==> src/rtl/wm_pkg.sv <==
// Shared washing-machine types: state encoding, default phase lengths,
// and the state-to-duration mapping.
package wm_pkg;

  typedef enum logic [2:0] {
    IDLE  = 3'd0,
    READY = 3'd1,
    FILL  = 3'd2,
    HEAT  = 3'd3,
    WASH  = 3'd4,
    RINSE = 3'd5,
    SPIN  = 3'd6,
    FAULT = 3'd7
  } wm_state_t;

  localparam int unsigned DEF_FILL_CYCLES  = 8;
  localparam int unsigned DEF_HEAT_CYCLES  = 8;
  localparam int unsigned DEF_WASH_CYCLES  = 16;
  localparam int unsigned DEF_RINSE_CYCLES = 12;
  localparam int unsigned DEF_SPIN_CYCLES  = 10;

  // Non-timed states report a duration of 1 so the terminal compare stays defined.
  function automatic int unsigned phase_duration(
    input wm_state_t   st,
    input int unsigned fill_d,
    input int unsigned heat_d,
    input int unsigned wash_d,
    input int unsigned rinse_d,
    input int unsigned spin_d
  );
    int unsigned d;
    d = 1;
    case (st)
      FILL:    d = fill_d;
      HEAT:    d = heat_d;
      WASH:    d = wash_d;
      RINSE:   d = rinse_d;
      SPIN:    d = spin_d;
      default: d = 1;
    endcase
    return d;
  endfunction

endpackage

==> src/rtl/wm_phase_timer.sv <==
// Phase elapsed-clock counter with clear, hold and terminal-count detect.
module wm_phase_timer #(
  parameter int CNT_W = 16
) (
  input  logic             clock,
  input  logic             reset,
  input  logic             clear,
  input  logic             hold,
  input  logic [CNT_W-1:0] duration,
  output logic [CNT_W-1:0] phase_count,
  output logic             phase_end
);

  assign phase_end = (phase_count == duration - CNT_W'(1));

  // Count up each clock, wrap to zero at the phase's last clock.
  always_ff @(posedge clock) begin
    if (reset || clear) begin
      phase_count <= '0;
    end else if (hold) begin
      phase_count <= phase_count;
    end else if (phase_end) begin
      phase_count <= '0;
    end else begin
      phase_count <= phase_count + CNT_W'(1);
    end
  end

endmodule

==> src/rtl/wm_cycle_sequencer.sv <==
// Washing-machine cycle sequencer: FSM, rinse pass tracking and registered outputs.
module wm_cycle_sequencer
  import wm_pkg::*;
#(
  parameter int CNT_W        = 16,
  parameter int FILL_CYCLES  = DEF_FILL_CYCLES,
  parameter int HEAT_CYCLES  = DEF_HEAT_CYCLES,
  parameter int WASH_CYCLES  = DEF_WASH_CYCLES,
  parameter int RINSE_CYCLES = DEF_RINSE_CYCLES,
  parameter int SPIN_CYCLES  = DEF_SPIN_CYCLES,
  parameter int NUM_RINSE    = 2,
  parameter int RINSE_W      = 4
) (
  input  logic               clock,
  input  logic               reset,
  input  logic               sig_Lid_Closed,
  input  logic               sig_Coin,
  input  logic               sig_Cancel,
  input  logic               sig_Out_Of_Balance,
  input  logic               sig_Motor_Failure,
  input  logic               sig_Fault_Clear,
  output logic [2:0]         state,
  output logic [CNT_W-1:0]   phase_Count,
  output logic [RINSE_W-1:0] rinse_Index,
  output logic               paused,
  output logic               water_Intake,
  output logic               fault,
  output logic               coin_Return,
  output logic               cycle_Done
);

  if ((FILL_CYCLES < 1) || (FILL_CYCLES >= 2**CNT_W) ||
      (HEAT_CYCLES < 1) || (HEAT_CYCLES >= 2**CNT_W) ||
      (WASH_CYCLES < 1) || (WASH_CYCLES >= 2**CNT_W) ||
      (RINSE_CYCLES < 1) || (RINSE_CYCLES >= 2**CNT_W) ||
      (SPIN_CYCLES < 1) || (SPIN_CYCLES >= 2**CNT_W)) begin : g_bad_duration
    $error("wm_cycle_sequencer: phase duration out of range");
  end
  if ((NUM_RINSE < 1) || (NUM_RINSE >= 2**RINSE_W)) begin : g_bad_rinse
    $error("wm_cycle_sequencer: NUM_RINSE out of range");
  end

  wm_state_t            state_q, state_n;
  logic [RINSE_W-1:0]   rinse_n;
  logic [CNT_W-1:0]     cur_dur;
  logic                 tmr_clear, tmr_hold, phase_end;
  logic                 paused_n, coin_n, done_n;

  assign state   = state_q;
  assign cur_dur = CNT_W'(phase_duration(state_q, FILL_CYCLES, HEAT_CYCLES,
                                         WASH_CYCLES, RINSE_CYCLES, SPIN_CYCLES));

  wm_phase_timer #(.CNT_W(CNT_W)) u_timer (
    .clock       (clock),
    .reset       (reset),
    .clear       (tmr_clear),
    .hold        (tmr_hold),
    .duration    (cur_dur),
    .phase_count (phase_Count),
    .phase_end   (phase_end)
  );

  // State, rinse pass and all registered outputs.
  always_ff @(posedge clock) begin
    if (reset) begin
      state_q      <= IDLE;
      rinse_Index  <= '0;
      paused       <= 1'b0;
      water_Intake <= 1'b0;
      fault        <= 1'b0;
      coin_Return  <= 1'b0;
      cycle_Done   <= 1'b0;
    end else begin
      state_q      <= state_n;
      rinse_Index  <= rinse_n;
      paused       <= paused_n;
      water_Intake <= (state_n == FILL) && !paused_n;
      fault        <= (state_n == FAULT);
      coin_Return  <= coin_n;
      cycle_Done   <= done_n;
    end
  end

  // Next state, timer control and pulse decisions; rinse index is nonzero only inside RINSE.
  always_comb begin
    state_n   = state_q;
    rinse_n   = '0;
    tmr_clear = 1'b0;
    tmr_hold  = 1'b0;
    paused_n  = 1'b0;
    coin_n    = 1'b0;
    done_n    = 1'b0;
    case (state_q)
      IDLE: begin
        tmr_clear = 1'b1;
        if (sig_Coin) state_n = READY;
      end
      READY: begin
        tmr_clear = 1'b1;
        if (sig_Cancel) begin
          state_n = IDLE;
          coin_n  = 1'b1;
        end else if (sig_Lid_Closed) begin
          state_n = FILL;
        end
      end
      FAULT: begin
        tmr_clear = 1'b1;
        if (sig_Fault_Clear && !sig_Lid_Closed && !sig_Motor_Failure) begin
          state_n = IDLE;
          coin_n  = 1'b1;
        end
      end
      default: begin
        if (sig_Motor_Failure && (state_q inside {WASH, RINSE, SPIN})) begin
          state_n   = FAULT;
          tmr_clear = 1'b1;
        end else if (sig_Cancel && (state_q != SPIN)) begin
          state_n   = SPIN;
          tmr_clear = 1'b1;
        end else if (!sig_Lid_Closed || (sig_Out_Of_Balance && (state_q == SPIN))) begin
          tmr_hold = 1'b1;
          paused_n = 1'b1;
          rinse_n  = rinse_Index;
        end else if (phase_end) begin
          case (state_q)
            FILL:  state_n = HEAT;
            HEAT:  state_n = WASH;
            WASH:  state_n = RINSE;
            RINSE: begin
              if (rinse_Index == RINSE_W'(NUM_RINSE - 1)) state_n = SPIN;
              else rinse_n = rinse_Index + RINSE_W'(1);
            end
            default: begin
              state_n = IDLE;
              done_n  = 1'b1;
            end
          endcase
        end else begin
          rinse_n = rinse_Index;
        end
      end
    endcase
  end

endmodule

==> config.mk <==
export PLATFORM = sky130hd
export DESIGN_NAME = wm_cycle_sequencer
export DESIGN_NICKNAME = d
export VERILOG_FILES = /design/src/rtl/wm_pkg.sv /design/src/rtl/wm_phase_timer.sv /design/src/rtl/wm_cycle_sequencer.sv
export SDC_FILE = /design/constraint.sdc
export NUM_CORES = 1
export LEC_CHECK = 0
export BUFFER_PORTS_ARGS = -buffer_cell sky130_fd_sc_hd__buf_2
export CAP_MARGIN = 20
export CELL_PAD_IN_SITES_DETAIL_PLACEMENT = 1
export CELL_PAD_IN_SITES_GLOBAL_PLACEMENT = 2
export CORE_ASPECT_RATIO = 0.9
export CORE_MARGIN = 3
export CORE_UTILIZATION = 28
export DETAILED_ROUTE_END_ITERATION = 12
export PLACE_DENSITY_LB_ADDON = 0.1
export REMOVE_ABC_BUFFERS = 1
export SLEW_MARGIN = 20
export SYNTH_ARGS = -nofsm -noshare
export SYNTH_HDL_FRONTEND = slang
export SYNTH_SLANG_ARGS = --single-unit
==> constraint.sdc <==
create_clock -name clock -period 2.3 [get_ports clock]
set_clock_uncertainty 0.15 [all_clocks]
set_input_delay 0.46 -clock clock [delete_from_list [all_inputs] [get_ports clock]]
set_output_delay 0.46 -clock clock [all_outputs]
set_load 0.02 [all_outputs]
# Yosys cells after proc, flatten, opt, wreduce, memory -nomap -nowiden
# Index checks and enable logic that the tools add are counted.
word_totals:
  reg_bits: 28
  input_bits: 8
  out_inout_bits: 28
  elab_cells: 70
classes:
  add_sub_neg: 3
  eq_ne: 12
  mux: 26
  bitwise_logic: 2
  n_reduce_logical: 19
ops:
  columns: ["operator", "count"]
  rows:
  - ["3-bit two-way mux", 9]
  - ["5-bit one-hot mux with 4 select lines", 1]
  - ["16-bit by 1-bit adder with 16-bit output, second input constant", 1]
  - ["16-bit == test", 1]
  - ["16-bit two-way mux", 1]
  - ["3-bit == test, second input constant", 5]
  - ["3-bit one-hot mux with 4 select lines", 1]
  - ["1-bit two-way mux", 10]
  - ["3-bit by 2-bit == test with 1-bit output, second input constant", 3]
  - ["3-bit one-hot mux with 3 select lines", 1]
  - ["4-bit two-way mux", 2]
  - ["8-bit OR reduction", 1]
  - ["1-bit logical AND", 6]
  - ["6-bit OR reduction", 1]
  - ["5-bit by 1-bit subtractor with 6-bit output, second input constant", 1]
  - ["4-bit by 1-bit adder with 4-bit output, second input constant", 1]
  - ["4-bit by 1-bit == test with 1-bit output, second input constant", 1]
  - ["4-bit OR reduction", 1]
  - ["3-bit by 1-bit == test with 1-bit output, second input constant", 1]
  - ["1-bit zero test", 3]
  - ["3-bit zero test", 1]
  - ["3-bit != test, second input constant", 1]
  - ["3-bit nonzero test", 1]
  - ["3-bit OR reduction", 1]
  - ["other kinds (5)", 7]

# Logic depth before layout (Yosys ltp)
depth:
  word_depth: 12
  depth_mapped: 9
  depth_no_buf: 7

# Modules after synthesis
# A second synthesis with hierarchy kept.
hier_totals:
  hier_cells: 260
  hier_area_um2: 2114.5
by_module_without_submodules:
  columns: ["mod", "instances", "cells_each", "area_each_um2", "seq_area_each_um2"]
  rows:
  - ["wm_phase_timer", 1, 171, 1356.3, 320.3]
  - ["wm_cycle_sequencer", 1, 89, 758.2, 240.2]

# Worst setup path before layout
# No wires, ideal clock.
synth_timing:
  path_type: "register -> register"
  from: "reg state_q[2] (netlist: state[2])"
  to: "reg rinse_Index[2]"
  setup_time_ns: 0.070
  arrival_time_ns: 2.151
  t_required_ns: 2.080
  setup_slack_ns: -0.071
  path_stages_with_launch: 9
  n_path_buf: 2
  synth_period_minus_slack_ns: 2.371
  path_cell_list: "dfxtp_1 buf_2 xnor2_1 a211oi_1 a311oi_4 nand3_2 buf_6 or4_1 a21oi_1"
synth_via:
  elab_chain_cells: 6
  word_cells_on_any_way: 22
  classes_between: "1 x add/sub; 9 x eq/ne; 2 x mux; 1 x bitwise; 9 x reduce/logical"
synth_lines:
  columns: ["item", "line_no", "text"]
  rows:
  - ["start, declared", "wm_cycle_sequencer.sv:43", "wm_state_t state_q, state_n;"]
  - ["start signal, assigned", "wm_cycle_sequencer.sv:74", "state_q <= state_n;"]
  - ["3-bit by 2-bit == test with 1-bit output", "wm_pkg.sv:33", "case (st)"]
  - ["2-bit OR reduction (no line)", null, null]
  - ["5-bit one-hot mux with 4 select lines", "wm_pkg.sv:33", null]
  - ["5-bit by 1-bit subtractor with 6-bit output", "wm_phase_timer.sv:14", "assign phase_end = (phase_count == duration - CNT_W'(1));"]
  - ["16-bit == test", "wm_phase_timer.sv:14", null]
  - ["2-bit AND reduction (no line)", null, null]
  - ["end signal, assigned", "wm_cycle_sequencer.sv:75", "rinse_Index <= rinse_n;"]
  - ["end, declared", "wm_cycle_sequencer.sv:24", "output logic [RINSE_W-1:0] rinse_Index,"]
# Several ways; a longest one is shown, not always the timed one.
# A chain may end at the register's enable or synchronous reset.

# Final worst setup path
layout_timing:
  from: "reg u_timer.phase_count[5]"
  to: "reg rinse_Index[3]"
layout_via:
  elab_chain_cells: 2
layout_lines:
  columns: ["item", "line_no", "text"]
  rows:
  - ["start, declared", "wm_phase_timer.sv:10", "output logic [CNT_W-1:0] phase_count,"]
  - ["start signal, assigned", "wm_phase_timer.sv:21", "phase_count <= phase_count;"]
  - ["start signal, assigned", "wm_phase_timer.sv:25", "phase_count <= phase_count + CNT_W'(1);"]
  - ["16-bit == test", "wm_phase_timer.sv:14", null]
  - ["2-bit AND reduction (no line)", null, null]
# Every way passes these cells.

==> summary.md <==
| Metric | Value |
|---|---|
| Status | `finished, final reports clean` |
| Max Clock Freq | `about 450 MHz` |
| Area of the die | `approximately 6500 sq um` |
| Routed Antenna Nets | `0` |
| CP max FO | `6` |
| Drt pass-1 iters | `4` |
| Ranking of synthesized cells by area | `dfxtp_1 (36%), xor2_1 (6.7%), nor2_1 (5.3%)` |
| WP data required | `approximately 2.4 ns` |
| Leak Pwr | `between 0.0009 and 0.001 uW` |
| Synthesized area | `about 1600 sq um` |
| Cell taking the most area after synthesis | `dfxtp_1` |
| Post-Place Cells | `about 300` |
| CTS buffer count | `3` |
| TritonCTS Sinks | `28` |
| Initial antenna violation count | `0` |
| Min cycle time layout | `approximately 2.2 ns` |
| Total grt overflow | `0` |
| Port Buffer Count | `35` |
| Sw Pwr | `between 300 and 400 uW` |
| Diode count | `0` |
| Seq/Total Area, Yosys | `0.358` |
| Critical path startpoint category | `flip-flop` |
| Worst skew pair latency | `0.28 ns` |
| Slowest CP cell | `or4_1` |
| Core box area | `approximately 5300 sq um` |
| Max-slew violations | `0` |
| Unrepaired setup endpoints after global routing | `true` |
| Sequential power share | `0.458` |
| Main flop type after synthesis | `dfxtp_1` |
| Fin cells | `307` |
| Rel. slew slack | `0.707` |
| Power Internal | `773 uW` |
| CP Capture Type | `flip-flop` |
| CP Cell Sequence | `nor4_4 > o2111ai_2 > a311oi_4 > nand3_2 > or4_1 > a21oi_1` |
| Iter 0 DRT Violations | `32` |
| Tightest Hold Check Type | `input pin to flip-flop` |
| Cell Rows | `25` |
| Via count | `around 1.5k` |
| Starting Density | `0.294` |
| Dpl ws | `-0.0197 ns` |
| Yosys reg bits | `28` |
| Cell count after synthesis | `between 150 and 200` |
| Async SR Flop Fraction | `0` |
| CP Class | `flip-flop to flip-flop` |
| Worst EP arrival | `2.31 ns` |
| First-pass GRT wire length | `7870 um` |
| DIE HEIGHT | `about 77 um` |
| Largest net degree at the start of global routing | `16` |
| Combinational power share | `0.262` |
| Share of cells above drive strength 1 | `0.363` |
| Top Ports | `36` |
| DR WL/cell | `roughly 16 um` |
| Final setup viols | `0` |
| CTS tree | `built` |
| CTS Hold Bufs | `0` |
| CTS H-tree lvls | `1` |
| Setup TNS | `0 ns` |
| PwrDens | `524 nW/um^2` |
| Total wire length | `4870 um` |
| DP Wirelength | `between 3000 and 4000 um` |
| Max Cap Viol | `0` |
| Area Growth Syn to Fin | `36.0%` |
| Final period util | `0.974` |
| CTS root buf | `clkbuf_8` |
| Most common cell after layout, fill and taps aside | `buf_2` |
| RD Place Congestion | `slightly above 0.8` |
| Sw frac | `0.307` |
| Die W | `approximately 85 um` |
| Clk slew on worst S/H paths | `0.10 ns` |
| Final number of hold-violating endpoints | `0` |
| Max Root-Sink Buffers | `2` |
| Yosys warning count | `0` |
| Yosys top cell area share | `0.358` |
| DR DRC count | `0` |
| Total track usage | `0.146` |
| Layout net count | `roughly 250` |
| Avg Cell Area, Syn | `8.60 sq um` |
| Final WS setup | `approximately 0.061 ns` |
| Worst VDD drop | `between 0.2 and 0.25 mV` |
| Worst hold margin | `between 0.2 and 0.3 ns` |
| Clock power share | `0.280` |
| Most frequent cells in the layout | `buf_2 (35), buf_4 (26), dfxtp_1 (24)` |
| Count of flip-flops with a built-in enable after synthesis | `0` |
| Vias in the first global route | `approximately 1.6k` |
| Slowest stage delay, CP | `0.54 ns` |
| Worst-Margin Slew | `0.437 ns` |
| Vias per cell | `just under 5` |
| Synth unique cells | `51` |
| Total power | `1120 uW` |
## sequential cells by signal, indices dropped and copies added, names as in the netlist
signal,count
fault,1
rinse_Index,4
paused,1
cycle_Done,1
water_Intake,1
coin_Return,1
u_timer.phase_count,16
state,3
## per-layer routing
| metal | GRT usage | vias up | share of wire | wire length [um] |
|---|---|---|---|---|
| met5 | 0 | - | 0 | 0 |
| met4 | 0.0316 | 0 | 0.0070 | 34 |
| met3 | 0.0290 | 4 | 0.028 | 137 |
| met2 | 0.214 | 21 | 0.45 | 2170 |
| met1 | 0.219 | 732 | 0.52 | 2530 |
| li1 | - | 764 | - | - |
## logic make-up (layout without fill, tap and decap cells)
logic type | after synthesis | after routing | synth area share
AO/OA/AOI/OAI | 34 | 34 | 0.177
buffers and inverters | 17 | 75 | 0.0504
AND/OR/NAND/NOR | 83 | 83 | 0.293
flip-flops | 28 | 28 | 0.358
XOR/XNOR | 16 | 16 | 0.0895
adder cells (fa/ha/maj) | 3 | 3 | 0.0240
multiplexers | 1 | 1 | 0.00719
## cell type report
cell class / instances / area (sq um)
flip-flops and latches: 28 / 566
clock buffers: 4 / 55.1
inverters: 9 / 33.8
well taps: 67 / 83.8
multi-input cells: 137 / 1000
fillers: 660 / 3190
repair buffers: 62 / 390
## power groups by stage
stage	Clock, uW	Sequential, uW	Combinational, uW
global placement	0	519	250
global route	354	514	318
floorplan	0	540	124
finish	313	510	292
CTS	329	509	260
detailed placement	0	519	252
## final timing paths
check	slack [ns]	from	to	cells after the start
max	0.06	u_timer.phase_count[5]	rinse_Index[3]	6
min	0.27	reset	state[0]	2
max reg2reg	0.06	u_timer.phase_count[5]	rinse_Index[3]	6
min reg2reg	0.38	rinse_Index[3]	rinse_Index[3]	2
## cell usage after synthesis (2+ instances only)
master and number:
o21ai_0 4, or2_2 2, a21oi_1 6, nand4_1 3
nor2b_1 2, ha_1 3, o21a_1 2, or4_1 2
inv_1 9, xor2_1 12, a22oi_1 2, o2111ai_1 2
and3_1 4, nor3_1 6, nor4_2 3, xnor2_1 4
a211oi_1 2, buf_2 3, clkbuf_1 3, nand2b_1 7
nand3_1 7, and4_1 3, dfxtp_1 28, and3b_1 2
nand2_1 13, or3_1 2, nor2_1 22
## critical path, delay by kind of cell, from the launching register on
family	cells	cell delay [ns]
AOI/OAI and AO/OA	3	0.63
DFF	1	0.37
and+or+nand+nor	3	1.03
## stage by stage
| stage | instance area, sq um | util |
|---|---|---|
| floorplan | 1520 | - |
| global placement | 1990 | 0.374 |
| detailed placement | 1990 | 0.374 |
| CTS | 2050 | 0.385 |
| global route | 2130 | 0.400 |
| finish | 2130 | 0.400 |
## repair_timing
item	in CTS	in global routing
resized for setup	2	13
endpoints found under the setup margin	2	21
gates cloned	0	0
endpoints found under the hold margin	0	0
pin swaps	0	2
buffers inserted	0	1
No activity file was read; power rests on OpenSTA's default activity.
